### src/rtl/ram_burst_ctrl_if.sv
// ram_burst_ctrl_if
// Groups every non-clock signal of the burst controller into one bundle.
// Parameters mirror the controller: DATA_WIDTH (RAM word), ADDR_WIDTH (RAM
// address), LEN_WIDTH (burst length field, beats = cmd_len + 1).
// Modports:
//   slave  - the controller: takes commands/write beats and RAM read data,
//            drives ready/valid/done and both RAM ports.
//   master - the environment: command source, write-data source, read-data
//            sink and the RAM itself.
interface ram_burst_ctrl_if #(
    parameter int DATA_WIDTH = 8,
    parameter int ADDR_WIDTH = 4,
    parameter int LEN_WIDTH  = 4
);
    logic                  cmd_valid;
    logic                  cmd_ready;
    logic                  cmd_write;
    logic [ADDR_WIDTH-1:0] cmd_addr;
    logic [LEN_WIDTH-1:0]  cmd_len;

    logic                  wdata_valid;
    logic                  wdata_ready;
    logic [DATA_WIDTH-1:0] wdata;

    logic                  rdata_valid;
    logic [DATA_WIDTH-1:0] rdata;
    logic                  done;

    logic                  ram_port_en_0;
    logic                  ram_wr_en;
    logic [ADDR_WIDTH-1:0] ram_addr_0;
    logic [DATA_WIDTH-1:0] ram_data_in;

    logic                  ram_port_en_1;
    logic [ADDR_WIDTH-1:0] ram_addr_1;
    logic [DATA_WIDTH-1:0] ram_data_out_1;

    modport slave (
        input  cmd_valid, cmd_write, cmd_addr, cmd_len,
        input  wdata_valid, wdata,
        input  ram_data_out_1,
        output cmd_ready, wdata_ready, rdata_valid, rdata, done,
        output ram_port_en_0, ram_wr_en, ram_addr_0, ram_data_in,
        output ram_port_en_1, ram_addr_1
    );

    modport master (
        output cmd_valid, cmd_write, cmd_addr, cmd_len,
        output wdata_valid, wdata,
        output ram_data_out_1,
        input  cmd_ready, wdata_ready, rdata_valid, rdata, done,
        input  ram_port_en_0, ram_wr_en, ram_addr_0, ram_data_in,
        input  ram_port_en_1, ram_addr_1
    );
endinterface

### src/rtl/ram_burst_ctrl.sv
// ram_burst_ctrl
// Turns single burst commands into per-beat accesses on a dual-port RAM.
// Write bursts stream beats from the wdata handshake straight onto write
// port 0; read bursts issue one address per cycle on port 1 and return the
// data (RAM latency 1) on rdata with no backpressure.
// Ports:
//   clk  - rising-edge clock
//   rst  - asynchronous active-high reset
//   bus  - ram_burst_ctrl_if.slave: command, write-data, read-data, done
//          and both RAM ports
//
// state | meaning
// IDLE  | waiting for a command, cmd_ready high (from the first edge after reset)
// WRITE | accepting write beats, one RAM write per accepted beat
// READ  | issuing one RAM read per cycle for cmd_len+1 cycles
// DRAIN | final read data returning, done pulses here
module ram_burst_ctrl #(
    parameter int DATA_WIDTH = 8,
    parameter int ADDR_WIDTH = 4,
    parameter int LEN_WIDTH  = 4
) (
    input  logic           clk,
    input  logic           rst,
    ram_burst_ctrl_if.slave bus
);

    typedef enum logic [1:0] {
        IDLE  = 2'd0,
        WRITE = 2'd1,
        READ  = 2'd2,
        DRAIN = 2'd3
    } state_t;

    state_t                state;
    logic [ADDR_WIDTH-1:0] addr;
    logic [LEN_WIDTH-1:0]  beats_left;   // remaining beats minus one, terminal count at 0
    logic                  rdy;
    logic                  done_q;
    logic                  rvalid;
    logic                  wr_beat;
    logic                  rd_issue;

    assign wr_beat  = (state == WRITE) && bus.wdata_valid;
    assign rd_issue = (state == READ);

    always_ff @(posedge clk or posedge rst) begin
        if (rst) begin
            state      <= IDLE;
            addr       <= '0;
            beats_left <= '0;
            rdy        <= 1'b0;
            done_q     <= 1'b0;
            rvalid     <= 1'b0;
        end else begin
            done_q <= 1'b0;
            rvalid <= rd_issue;
            case (state)
                IDLE: begin
                    rdy <= 1'b1;
                    if (bus.cmd_valid && rdy) begin
                        addr       <= bus.cmd_addr;
                        beats_left <= bus.cmd_len;
                        rdy        <= 1'b0;
                        state      <= bus.cmd_write ? WRITE : READ;
                    end
                end
                WRITE: begin
                    if (wr_beat) begin
                        addr <= addr + ADDR_WIDTH'(1);
                        if (beats_left == '0) begin
                            state  <= IDLE;
                            done_q <= 1'b1;
                            rdy    <= 1'b1;
                        end else begin
                            beats_left <= beats_left - LEN_WIDTH'(1);
                        end
                    end
                end
                READ: begin
                    addr <= addr + ADDR_WIDTH'(1);
                    if (beats_left == '0) begin
                        // last data returns during DRAIN, so done is raised with it
                        state  <= DRAIN;
                        done_q <= 1'b1;
                    end else begin
                        beats_left <= beats_left - LEN_WIDTH'(1);
                    end
                end
                DRAIN: begin
                    state <= IDLE;
                    rdy   <= 1'b1;
                end
                default: state <= IDLE;
            endcase
        end
    end

    assign bus.cmd_ready   = rdy;
    assign bus.wdata_ready = (state == WRITE);
    assign bus.done        = done_q;

    // write port follows the beat handshake combinationally, zero otherwise
    assign bus.ram_port_en_0 = wr_beat;
    assign bus.ram_wr_en     = wr_beat;
    assign bus.ram_addr_0    = wr_beat ? addr : '0;
    assign bus.ram_data_in   = wr_beat ? bus.wdata : '0;

    assign bus.ram_port_en_1 = rd_issue;
    assign bus.ram_addr_1    = rd_issue ? addr : '0;

    // RAM output is already one cycle behind the issue, so it only needs gating
    assign bus.rdata_valid = rvalid;
    assign bus.rdata       = rvalid ? bus.ram_data_out_1 : '0;

endmodule
### src/flat_wrapper.sv
// flat-port wrapper written by rule: the top's interface ports become plain ports
module ram_burst_ctrl_flat 
#(
    parameter int DATA_WIDTH = 8,
    parameter int ADDR_WIDTH = 4,
    parameter int LEN_WIDTH  = 4
)
  (clk, rst, bus_cmd_valid, bus_cmd_write, bus_cmd_addr, bus_cmd_len, bus_wdata_valid, bus_wdata, bus_ram_data_out_1, bus_cmd_ready, bus_wdata_ready, bus_rdata_valid, bus_rdata, bus_done, bus_ram_port_en_0, bus_ram_wr_en, bus_ram_addr_0, bus_ram_data_in, bus_ram_port_en_1, bus_ram_addr_1);
  ram_burst_ctrl_if #(.DATA_WIDTH(DATA_WIDTH), .ADDR_WIDTH(ADDR_WIDTH), .LEN_WIDTH(LEN_WIDTH)) bus_i ();
  input  logic clk;
  input  logic rst;
  input wire logic [$bits(bus_i.cmd_valid)-1:0] bus_cmd_valid;
  input wire logic [$bits(bus_i.cmd_write)-1:0] bus_cmd_write;
  input wire logic [$bits(bus_i.cmd_addr)-1:0] bus_cmd_addr;
  input wire logic [$bits(bus_i.cmd_len)-1:0] bus_cmd_len;
  input wire logic [$bits(bus_i.wdata_valid)-1:0] bus_wdata_valid;
  input wire logic [$bits(bus_i.wdata)-1:0] bus_wdata;
  input wire logic [$bits(bus_i.ram_data_out_1)-1:0] bus_ram_data_out_1;
  output wire logic [$bits(bus_i.cmd_ready)-1:0] bus_cmd_ready;
  output wire logic [$bits(bus_i.wdata_ready)-1:0] bus_wdata_ready;
  output wire logic [$bits(bus_i.rdata_valid)-1:0] bus_rdata_valid;
  output wire logic [$bits(bus_i.rdata)-1:0] bus_rdata;
  output wire logic [$bits(bus_i.done)-1:0] bus_done;
  output wire logic [$bits(bus_i.ram_port_en_0)-1:0] bus_ram_port_en_0;
  output wire logic [$bits(bus_i.ram_wr_en)-1:0] bus_ram_wr_en;
  output wire logic [$bits(bus_i.ram_addr_0)-1:0] bus_ram_addr_0;
  output wire logic [$bits(bus_i.ram_data_in)-1:0] bus_ram_data_in;
  output wire logic [$bits(bus_i.ram_port_en_1)-1:0] bus_ram_port_en_1;
  output wire logic [$bits(bus_i.ram_addr_1)-1:0] bus_ram_addr_1;
  assign bus_i.cmd_valid = bus_cmd_valid;
  assign bus_i.cmd_write = bus_cmd_write;
  assign bus_i.cmd_addr = bus_cmd_addr;
  assign bus_i.cmd_len = bus_cmd_len;
  assign bus_i.wdata_valid = bus_wdata_valid;
  assign bus_i.wdata = bus_wdata;
  assign bus_i.ram_data_out_1 = bus_ram_data_out_1;
  assign bus_cmd_ready = bus_i.cmd_ready;
  assign bus_wdata_ready = bus_i.wdata_ready;
  assign bus_rdata_valid = bus_i.rdata_valid;
  assign bus_rdata = bus_i.rdata;
  assign bus_done = bus_i.done;
  assign bus_ram_port_en_0 = bus_i.ram_port_en_0;
  assign bus_ram_wr_en = bus_i.ram_wr_en;
  assign bus_ram_addr_0 = bus_i.ram_addr_0;
  assign bus_ram_data_in = bus_i.ram_data_in;
  assign bus_ram_port_en_1 = bus_i.ram_port_en_1;
  assign bus_ram_addr_1 = bus_i.ram_addr_1;
  ram_burst_ctrl #(.DATA_WIDTH(DATA_WIDTH), .ADDR_WIDTH(ADDR_WIDTH), .LEN_WIDTH(LEN_WIDTH)) u_core (.clk(clk), .rst(rst), .bus(bus_i));
endmodule
### config.mk
export PLATFORM = sky130hd
export DESIGN_NAME = ram_burst_ctrl_flat
export DESIGN_NICKNAME = d
export VERILOG_FILES = /design/src/rtl/ram_burst_ctrl_if.sv /design/src/rtl/ram_burst_ctrl.sv /design/src/flat_wrapper.sv
export SDC_FILE = /design/constraint.sdc
export NUM_CORES = 1
export LEC_CHECK = 0
export CAP_MARGIN = 30
export CORE_MARGIN = 1
export CORE_UTILIZATION = 38
export CTS_CLUSTER_SIZE = 14
export DETAILED_ROUTE_END_ITERATION = 7
export PLACE_DENSITY = 0.88
export SKIP_LAST_GASP = 1
export SLEW_MARGIN = 10
export SYNTH_ARGS = -nofsm -noshare
export SYNTH_HDL_FRONTEND = slang
export SYNTH_SLANG_ARGS = --single-unit
export TNS_END_PERCENT = 1
### constraint.sdc
create_clock -name clk -period 2.22 [get_ports clk]
set_input_delay 0.444 -clock clk [delete_from_list [all_inputs] [get_ports clk]]
set_output_delay 0.444 -clock clk [all_outputs]
set_load 0.02 [all_outputs]
==> metrics.cfg, run 1 <==
[outcome]
outcome = finished with violations
violations = setup timing

[die]
fp.coreArea_um2 = 2540
initial_core_util_pct = 41.2
die_w_um = 54.6
die_y_um = 54.6
placementRows = 18
dieArea_um2 = 2980
ioPinCount = 60

[global_route]
grt_usage_pct = 21.8
grt_max_degree = 18
grt_pass1_wl_mm = 4.53
grt_pass1_vias = 1007
grt_overflow = 0
antenna_found_initial = 0

[placement]
dp_worst_setup_slack_ns = -0.180
placed_cell_area_um2 = 1680
gp_congestion = 0.791
post-place-cells = 202
place_hpwl_mm = 2.40
port_buffers = 59

[synthesis]
yosys_warnings = 0
ys_types = 40
avgSynthCellArea_um2 = 9.21
yosys.area.top_type_share_pct = 31.0
synth_area_um2 = 1050
netlist_instances = 114
yosysTopAreaCell = dfrtp_1
ys_seq_area_share_pct = 31.0
synth.net_count = 151
ys_ff_latch = 13
synthTopCellsByArea = dfrtp_1, ha_1, and2_1

[setup_path]
critPathArrivalTime_ns = 1.85
worstSetupStartpointType = flop
path_class = flop to primary output
cp-end-kind = primary output
path_max_fanout = 17
cp_data_required_time_ns = 1.78

[cts]
cts_tree = built
clkLatencyLatePin_ns = 0.28
cts_hold_buf = 0
post_cts_buffers = 0
cts_max_level = 1
cts_buffers = 3
cts_root_buf = clkbuf_4
clk_pin_slew_ns = 0.08
clockBufferDepth = 2
cts-resized-gates = 4
cts_sinks = 13

[pwr]
power_uw = 2340
p_seq_share_pct = 21.7
p_clk_share_pct = 6.1
swShare_pct = 44.6
p_int_uw = 1300
p_sw_uw = 1050
max-vdd-ir-drop_v = 0.000897
p_leak_uw = 0.000774
power_density_nw_per_um2 = 1350
combinationalPowerShare_pct = 72.2

[sta]
max_freq_ghz = 0.436
fin_ws_ns = -0.0749
fin_crit_ns = 2.29
finalSetupViolCount = 16
max-slew-margin-rel_pct = 66.9
period_share_pct = 103
hold_viol_final = 0
rsz0062_at_grt = yes
worst_pin_slew_ns = 0.496
maxSlewViolCount = 0
finClkSkew_ns = 0.00793

[final_layout]
final_area_um2 = 1740
seqCellArea_um2 = 325
final_cell_mix = clkdlybuf4s50_1, and2_1, dfrtp_1
fin_cells = 206
syn2layout_area_growth_pct = 65.3
multi_input_area_um2 = 681
final_layout_size_suffix_gt1_share_pct = 12.5
fillers = 202
mostFrequentLayoutCell = clkdlybuf4s50_1
antenna_cells = 0
fin_nets = 214

[worst_hold_path]
hp-class = input port to async pin

[routing]
vias_per_cell = 5.42
finalWirelength_mm = 3.02
num_vias = 1116
firstDrtPassIters = 4
wl_per_cell_um = 14.7
first_iter_violations = 23
drc = 0
ant_nets = 0

[job]
cap_violations = 0

worst max-delay path, stage by stage, from the launching register on:
cell and delay [ns]:
dfrtp_1 0.43, inv_1 0.13, ha_4 0.22, and3_1 0.18, clkdlybuf4s50_1 0.62
path summary, 6_finish.rpt:
path / from / slack, ns / to / depth (start not counted)
max in group asynchronous: rst / 1.38 / u_core.beats_left[1] / 2
setup reg to reg: u_core.state[1] / 0.23 / u_core.beats_left[2] / 7
hold reg to reg: u_core.beats_left[1] / 0.61 / u_core.beats_left[1] / 1
hold / removal: rst / 0.50 / u_core.beats_left[3] / 2
setup / recovery: u_core.state[1] / -0.07 / bus_ram_data_in[7] / 4
min in group clk: u_core.beats_left[1] / 0.61 / u_core.beats_left[1] / 1
metal layers:
layer / global-route usage (%) / wire, um
met1: 23.0 / 1090
met2: 41.9 / 1670
met3: 4.72 / 237
met4: 7.26 / 27
met5: 0 / 0
area by class of cell:
type / count / share of cell area (%)
Clock buffer: 4 / 1.51
Inverter: 8 / 1.73
Timing Repair Buffer: 65 / 36.6
Multi-Input combinational cell: 86 / 39.2
Tap cell: 30 / 2.16
Sequential cell: 13 / 18.7
kinds of logic (layout without fill, tap and decap cells):
logic type	count (synthesis)	count (layout)	share of synthesized area, %
AND/OR/NAND/NOR	48	48	28.5
AO/OA/AOI/OAI	25	25	19.4
buffers and inverters	15	77	6.55
flip-flops	13	13	31.0
adder cells (fa/ha/maj)	8	8	9.54
multiplexers	5	5	5.01
power groups by stage:
| stage | clock (uW) | combinational, uW | sequential (uW) |
|---|---|---|---|
| after floorplan | 0 | 1110 | 475 |
| after global placement | 0 | 1590 | 487 |
| after detailed placement | 0 | 1660 | 498 |
| after CTS | 150 | 1670 | 494 |
| after global routing | 164 | 1840 | 525 |
| final | 144 | 1690 | 508 |
state kept, by name, indices dropped and copies added, names as in the netlist:
| register | flops |
|---|---|
| u_core.addr | 4 |
| u_core.beats_left | 4 |
| u_core.state | 2 |
| u_core.bus.cmd_ready | 1 |
| u_core.bus.done | 1 |
| u_core.bus.rdata_valid | 1 |
per-stage QoR:
stage,hold WS (ns),util [%],setup TNS (ns)
3_5_place_dp,0.595,66.2,-2.01
2_1_floorplan,0.321,-,0
3_3_place_gp,0.574,66.2,-1.65
6_report,0.500,68.2,-0.640
4_1_cts,0.511,67.3,-1.87
5_1_grt,0.538,68.2,-2.05
synth_stat cells:
cell and count:
buf_2 1, or3_1 1, o31a_2 1, nor3_1 2, o21ai_0 2, or2_4 1, nand4bb_1 1, a41oi_1 1
a2111oi_2 1, a2bb2oi_1 5, a21oi_1 1, and2b_1 1, nor4_1 1, nor2_1 2, inv_1 8, o22ai_1 4
a2111oi_0 2, buf_6 1, nand3_1 2, o41ai_1 2, a211o_2 1, buf_4 1, o22a_1 2, a21boi_2 1
clkbuf_1 3, o31ai_1 1, nand2_1 5, mux2_2 2, and3_1 12, or2b_2 1, nor3b_1 1, or3b_4 1
and2_1 13, dfrtp_1 13, ha_1 8, o21ai_1 1, buf_1 1, nor2b_1 3, nor3_2 1, mux2i_1 3
No activity file was read; power rests on OpenSTA's default activity.
==> run 2: changes to the inputs <==
--- a/config.mk
+++ b/config.mk
@@ -7,10 +7,10 @@
 export LEC_CHECK = 0
 export CAP_MARGIN = 30
 export CORE_MARGIN = 1
-export CORE_UTILIZATION = 38
+export CORE_UTILIZATION = 34
 export CTS_CLUSTER_SIZE = 14
 export DETAILED_ROUTE_END_ITERATION = 7
-export PLACE_DENSITY = 0.88
+export PLACE_DENSITY = 0.84
 export SKIP_LAST_GASP = 1
 export SLEW_MARGIN = 10
 export SYNTH_ARGS = -nofsm -noshare
==> constraint.sdc (replaced) <==
create_clock -name clk -period 2.1 [get_ports clk]
set_input_delay 0.42 -clock clk [delete_from_list [all_inputs] [get_ports clk]]
set_output_delay 0.42 -clock clk [all_outputs]
set_load 0.02 [all_outputs]
==> run 2 against run 1 <==
The run ends with DRC, setup timing left. Setup slack got worse by 0.10 ns. Register-to-register slack worse by 0.18 ns. Flip-flop and latch count is the same. Wire length fell by 3.5%. Largest cell class is now non-clock buffers. Core utilization is 5.8 points lower. Final cell count is 2.9% higher. Clock power grew 12%. Highest routed layer unchanged. Non-clock buffer count rose by 5. Combinational power grew 8%. Critical endpoint is now bus_ram_data_in[2]. Sequential power increased by 3%.
==> metrics.cfg, run 2 (synthesized netlist as in run 1, its figures left out) <==
[global_route]
grt_usage_pct = 19.1  ; -2.7 points
grt_pass1_vias = 1049  ; +4.2%
grt_pass1_wl_mm = 4.84  ; +7.0%
antenna_found_initial = 0  ; unchanged
grt_max_degree = 16  ; -2
grt_overflow = 0  ; unchanged

[final_layout]
fin_nets = 219  ; +2.3%
mostFrequentLayoutCell = clkdlybuf4s50_1
antenna_cells = 0  ; unchanged
syn2layout_area_growth_pct = 68.2
final_layout_size_suffix_gt1_share_pct = 14.4  ; +1.9 points
fillers = 242  ; +20%
post-route-util_pct = 62.4  ; -5.8 points
final_cell_mix = clkdlybuf4s50_1, and2_1, dfrtp_1
final_area_um2 = 1770  ; +1.7%
reg_top3 = u_core.addr: 4 flops, u_core.beats_left: 4 flops, u_core.state: 2 flops

[cts]
clkLatencyLatePin_ns = 0.28  ; about the same
cts_max_level = 1  ; unchanged
cts_tree = built
cts_hold_buf = 0  ; unchanged
clk_pin_slew_ns = 0.08  ; about the same
cts_root_buf = clkbuf_4
cts_sinks = 13  ; unchanged
clockBufferDepth = 2  ; unchanged
cts_buffers = 3  ; unchanged
post_cts_buffers = 0  ; unchanged

[sta]
hold_viol_final = 0  ; unchanged
rsz0062_at_grt = yes
finalSetupViolCount = 17  ; +1
finClkSkew_ns = 0.00151  ; -0.00641 ns
fin_ws_ns = -0.175  ; -0.100 ns
max_freq_ghz = 0.440
worst_pin_slew_ns = 0.507  ; +0.0113 ns
period_share_pct = 108
fin_crit_ns = 2.28
fin_hold_ws_ns = 0.455  ; -0.0456 ns
maxSlewViolCount = 0  ; unchanged
max-slew-margin-rel_pct = 66.1  ; -0.75 points

[setup_path]
r2r_slack_ns = 0.05  ; -0.18 ns
path_max_fanout = 12  ; -5
critPathArrivalTime_ns = 1.86  ; about the same
rr_worst_depth = 7  ; unchanged
cp_data_required_time_ns = 1.68  ; -0.10 ns
cp-end-kind = primary output
reg2reg_to = u_core.addr[0]
worstReg2RegStart = u_core.state[0]
worstSetupStartpointType = input port
path_class = input port to primary output

[placement]
dp_worst_setup_slack_ns = -0.179  ; +0.00123 ns
place_hpwl_mm = 2.33  ; -2.7%
port_buffers = 59  ; unchanged
gp_congestion = 0.843  ; +6.5%
placed_cell_area_um2 = 1720  ; +2.3%

[job]
cap_violations = 0  ; unchanged

[pwr]
combinationalPowerShare_pct = 72.7  ; +0.5 points
p_leak_uw = 0.000797  ; +3.0%
max-vdd-ir-drop_v = 0.000536  ; -40%
p_sw_uw = 1100  ; +5.4%
p_clk_share_pct = 6.4  ; +0.3 points
swShare_pct = 43.9  ; -0.66 points
p_seq_share_pct = 20.9  ; -0.8 points
p_int_uw = 1410  ; +8.3%
power_density_nw_per_um2 = 1420  ; +5.2%

[outcome]
violations = DRC, setup timing
outcome = finished with violations

[die]
die_y_um = 57.6  ; +5.5%
ioPinCount = 60  ; unchanged
initial_core_util_pct = 37.1  ; -4.1 points
fp.coreArea_um2 = 2830  ; +11%
die_w_um = 57.6  ; +5.5%
dieArea_um2 = 3310  ; +11%
placementRows = 19  ; +1

[worst_hold_path]
hp-class = input port to async pin

[routing]
firstDrtPassIters = 6  ; +2
drc = 9  ; +9
num_vias = 1097  ; -1.7%
finalWirelength_mm = 2.91  ; -3.5%
vias_per_cell = 5.17  ; -4.5%
ant_nets = 0  ; unchanged
first_iter_violations = 22  ; -4.3%
wl_per_cell_um = 13.7  ; -6.3%

==> run 2: cell types whose count changed in the layout (fill, tap and decap cells not counted) <==
| cell | change |
|---|---|
| ha_4 | -1 |
| dlygate4sd2_1 | -1 |
| ha_2 | +1 |
| inv_1 | +1 |
| clkdlybuf4s50_1 | +1 |
| inv_2 | -1 |
| buf_4 | +5 |
==> run 2: metal layers <==
layer	global-route usage (%)	up-vias	wire length, um
met1	22.7	504	1180
met4	8.36	0	60
li1	-	549	-
met5	0	-	0
met3	3.85	7	199
met2	33.1	37	1480
==> run 2: layout make-up <==
class / count / area [um2] / share of cell area [%]
clock buffers: 4 / 26.3 / 1.49
inverters: 8 / 30.0 / 1.70
multi-input cells: 86 / 671 / 38.0
flip-flops and latches: 13 / 325 / 18.4
well taps: 31 / 38.8 / 2.20
repair buffers: 70 / 674 / 38.2
==> run 2: how the worst max path moves through the flow <==
stage / cells after the start / endpoint / startpoint
after CTS: 4 / bus_ram_port_en_0 / u_core.state[1]
final: 4 / bus_ram_data_in[2] / bus_wdata_valid
after global routing: 4 / bus_ram_addr_1[1] / u_core.state[0]
after floorplan: 4 / bus_ram_addr_0[0] / u_core.state[1]
after global placement: 4 / bus_ram_data_in[6] / bus_wdata_valid
after detailed placement: 4 / bus_ram_data_in[6] / bus_wdata_valid
==> run 2: what timing repair did <==
item,4_1_cts,5_1_grt
hold endpoints to repair,0,0
gates resized for setup,2,3
cloned,0,0
endpoints found under the setup margin,20,22
==> run 2: critical path, stage by stage <==
cell             delay (ns)
clkdlybuf4s50_1        0.50
buf_4                  0.17
and3_1                 0.16
clkdlybuf4s50_1        0.61
==> run 2: per-stage QoR <==
step	instances	setup TNS (ns)	total power, uW
3_3_place_gp	208	-1.50	2260
6_report	212	-2.52	2510
4_1_cts	212	-3.12	2490
3_5_place_dp	208	-1.94	2320
5_1_grt	212	-3.84	2720
2_1_floorplan	114	0	1680
==> run 2: power by group through the flow <==
stage | registers, uW | logic [uW] | clock network (uW)
floorplan | 502 | 1170 | 0
global route | 549 | 2000 | 176
global placement | 513 | 1750 | 0
CTS | 519 | 1810 | 164
finish | 524 | 1820 | 161
detailed placement | 524 | 1800 | 0
==> run 3: changes to the inputs <==
--- a/config.mk
+++ b/config.mk
@@ -6,8 +6,10 @@
 export NUM_CORES = 1
 export LEC_CHECK = 0
 export CAP_MARGIN = 30
+export CELL_PAD_IN_SITES_DETAIL_PLACEMENT = 1
+export CELL_PAD_IN_SITES_GLOBAL_PLACEMENT = 1
 export CORE_MARGIN = 1
-export CORE_UTILIZATION = 34
+export CORE_UTILIZATION = 24
 export CTS_CLUSTER_SIZE = 14
 export DETAILED_ROUTE_END_ITERATION = 7
 export PLACE_DENSITY = 0.84
==> run 3 against run 2 <==
The run ends with setup timing left. Final area up 1.5%. Via count increased by 3.3%. Sequential power increased by 2%. Count of clock-buffer cells in the layout unchanged. Largest power group unchanged. Largest cell class is now multi-input gates. Register-to-register slack gained 0.05 ns. Die area up 40%. Core utilization decreased by 19 points. Setup slack improved by 0.015 ns.
==> metrics.cfg, run 3 (synthesized netlist as in run 1, its figures left out) <==
[outcome]
outcome = finished with violations
violations = setup timing

[pwr]
swShare_pct = 44.9  ; +0.93 points
p_int_uw = 1460  ; +3.7%
power_uw = 2650  ; +5.5%
combinationalPowerShare_pct = 71.1  ; -1.6 points
p_clk_share_pct = 8.8  ; +2.4 points
p_sw_uw = 1190  ; +7.7%
p_seq_share_pct = 20.2  ; -0.7 points
p_leak_uw = 0.000795  ; -0.25%
power_density_nw_per_um2 = 1480  ; +3.9%
max-vdd-ir-drop_v = 0.000747  ; +39%

[die]
die_w_um = 68.1  ; +18%
placementRows = 23  ; +4
fp.coreArea_um2 = 4090  ; +44%
initial_core_util_pct = 25.7  ; -11 points
dieArea_um2 = 4640  ; +40%
die_y_um = 68.1  ; +18%
ioPinCount = 60  ; unchanged

[setup_path]
cpPeakStageDelay_ns = 0.61  ; about the same
crit_chain = inv_1 > ha_2 > and2_1 > clkdlybuf4s50_1
path_class = flop to primary output
cp_data_required_time_ns = 1.68  ; about the same
path_max_fanout = 9  ; -3
critPathArrivalTime_ns = 1.84  ; -0.02 ns
rr_worst_depth = 6  ; -1
worstSetupStartpointType = flop
cp-end-kind = primary output
slowest_stage = clkdlybuf4s50_1

[routing]
wl_met1_mm = 1.41  ; +20%
vias_per_cell = 4.95  ; -4.4%
ant_nets = 0  ; unchanged
firstDrtPassIters = 4  ; -2
first_iter_violations = 46  ; +110%
finalWirelength_mm = 3.64  ; +25%
wl_met2_mm = 1.95  ; +32%
num_vias = 1133  ; +3.3%
routed-wl-met3_um = 260  ; +31%
dr.max_layer_used = met4
wl_per_cell_um = 15.9  ; +16%
drc = 0  ; -9

[final_layout]
post-route-util_pct = 43.8  ; -19 points
mostFrequentLayoutCell = clkdlybuf4s50_1
final_layout_size_suffix_gt1_share_pct = 13.4  ; -0.96 points
reg_top3 = u_core.addr: 4 flops, u_core.beats_left: 4 flops, u_core.state: 2 flops
final_cell_mix = clkdlybuf4s50_1, and2_1, dfrtp_1
seqCellArea_um2 = 325  ; unchanged
fillers = 458  ; +89%
fin_nets = 217  ; -0.91%
antenna_cells = 0  ; unchanged
syn2layout_area_growth_pct = 70.7
multi_input_area_um2 = 671  ; unchanged

[job]
cap_violations = 0  ; unchanged

[cts]
clk_pin_slew_ns = 0.06  ; -0.02 ns
clkLatencyLatePin_ns = 0.25  ; -0.03 ns
clockBufferDepth = 2  ; unchanged
cts_buffers = 3  ; unchanged
cts_sinks = 13  ; unchanged
cts_max_level = 1  ; unchanged
cts_root_buf = clkbuf_8
cts_hold_buf = 0  ; unchanged
cts_tree = built
post_cts_buffers = 0  ; unchanged

[sta]
maxSlewViolCount = 0  ; unchanged
finalSetupViolCount = 17  ; unchanged
rsz0062_at_grt = yes
finClkSkew_ns = 0.000688  ; -0.000826 ns
max_freq_ghz = 0.442  ; +0.66%
period_share_pct = 108  ; -0.71 points
worst_pin_slew_ns = 0.562  ; +0.0550 ns
fin_crit_ns = 2.26  ; -0.0149 ns
hold_viol_final = 0  ; unchanged
max-slew-margin-rel_pct = 62.5  ; -3.7 points
fin_ws_ns = -0.160  ; +0.0149 ns

[global_route]
antenna_found_initial = 0  ; unchanged
grt_max_degree = 16  ; unchanged
grt_overflow = 0  ; unchanged
grt_usage_pct = 16.8  ; -2.2 points
grt_pass1_wl_mm = 5.80  ; +20%
grt_pass1_vias = 1264  ; +20%

[worst_hold_path]
hp-class = input port to async pin

[placement]
gp_congestion = 0.790  ; -6.3%
place_hpwl_mm = 2.91  ; +25%
port_buffers = 59  ; unchanged

==> run 3: cell types whose count changed in the layout (fill, tap and decap cells not counted), sizes merged <==
cell / delta
buf: -2
clkdlybuf4s50: -1
dlygate4sd2: +1
==> run 3: layout make-up <==
type,instances,share of cell area [%]
Multi-Input combinational cell,86,37.4
Timing Repair Buffer,68,36.7
Sequential cell,13,18.2
Clock buffer,4,2.51
Tap cell,50,3.49
Inverter,8,1.68
==> run 3: power by group through the flow <==
| stage | Clock [uW] | Sequential (uW) | Combinational (uW) |
|---|---|---|---|
| 3_5_place_dp | 0 | 532 | 1860 |
| 6_report | 232 | 533 | 1880 |
| 5_1_grt | 249 | 556 | 2030 |
| 3_3_place_gp | 0 | 513 | 1740 |
| 2_1_floorplan | 0 | 502 | 1170 |
| 4_1_cts | 238 | 528 | 1870 |
==> run 3: what timing repair did <==
item / 4_1_cts / 5_1_grt
endpoints found under the hold margin: 0 / 0
gates resized for setup: 4 / 2
setup endpoints to repair: 20 / 20
==> run 3: stage by stage <==
step	TNS, ns	cells	setup slack, ns	hold WS (ns)	instance area (um2)
3_5_place_dp	-3.85	225	-0.266	0.598	1730
3_3_place_gp	-2.63	225	-0.201	0.560	1730
5_1_grt	-2.76	229	-0.238	0.590	1790
6_report	-1.42	229	-0.160	0.528	1790
2_1_floorplan	0	114	0.292	0.297	1050
4_1_cts	-2.86	229	-0.199	0.534	1780
==> run 3: worst paths after layout <==
| check | startpoint | endpoint | slack (ns) |
|---|---|---|---|
| min in group clk | u_core.addr[3] | u_core.addr[3] | 0.61 |
| max in group asynchronous | rst | u_core.addr[1] | 1.21 |
| hold reg to reg | u_core.addr[3] | u_core.addr[3] | 0.61 |
| hold / removal | rst | u_core.beats_left[0] | 0.53 |
| setup / recovery | u_core.state[0] | bus_ram_addr_1[1] | -0.16 |
| setup reg to reg | u_core.state[0] | u_core.beats_left[0] | 0.10 |
==> run 3: critical path: cells and delay by family, from the launching register on <==
family,cells,cell delay (ns)
buf+inv,2,0.72
flops,1,0.44
simple gates,1,0.15
fa+ha+maj,1,0.28
==> run 3: per-layer routing <==
metal	track usage (%)	vias to the layer above
met4	3.91	0
met5	0	-
met1	17.8	552
li1	-	542
met2	32.5	37
met3	4.50	2
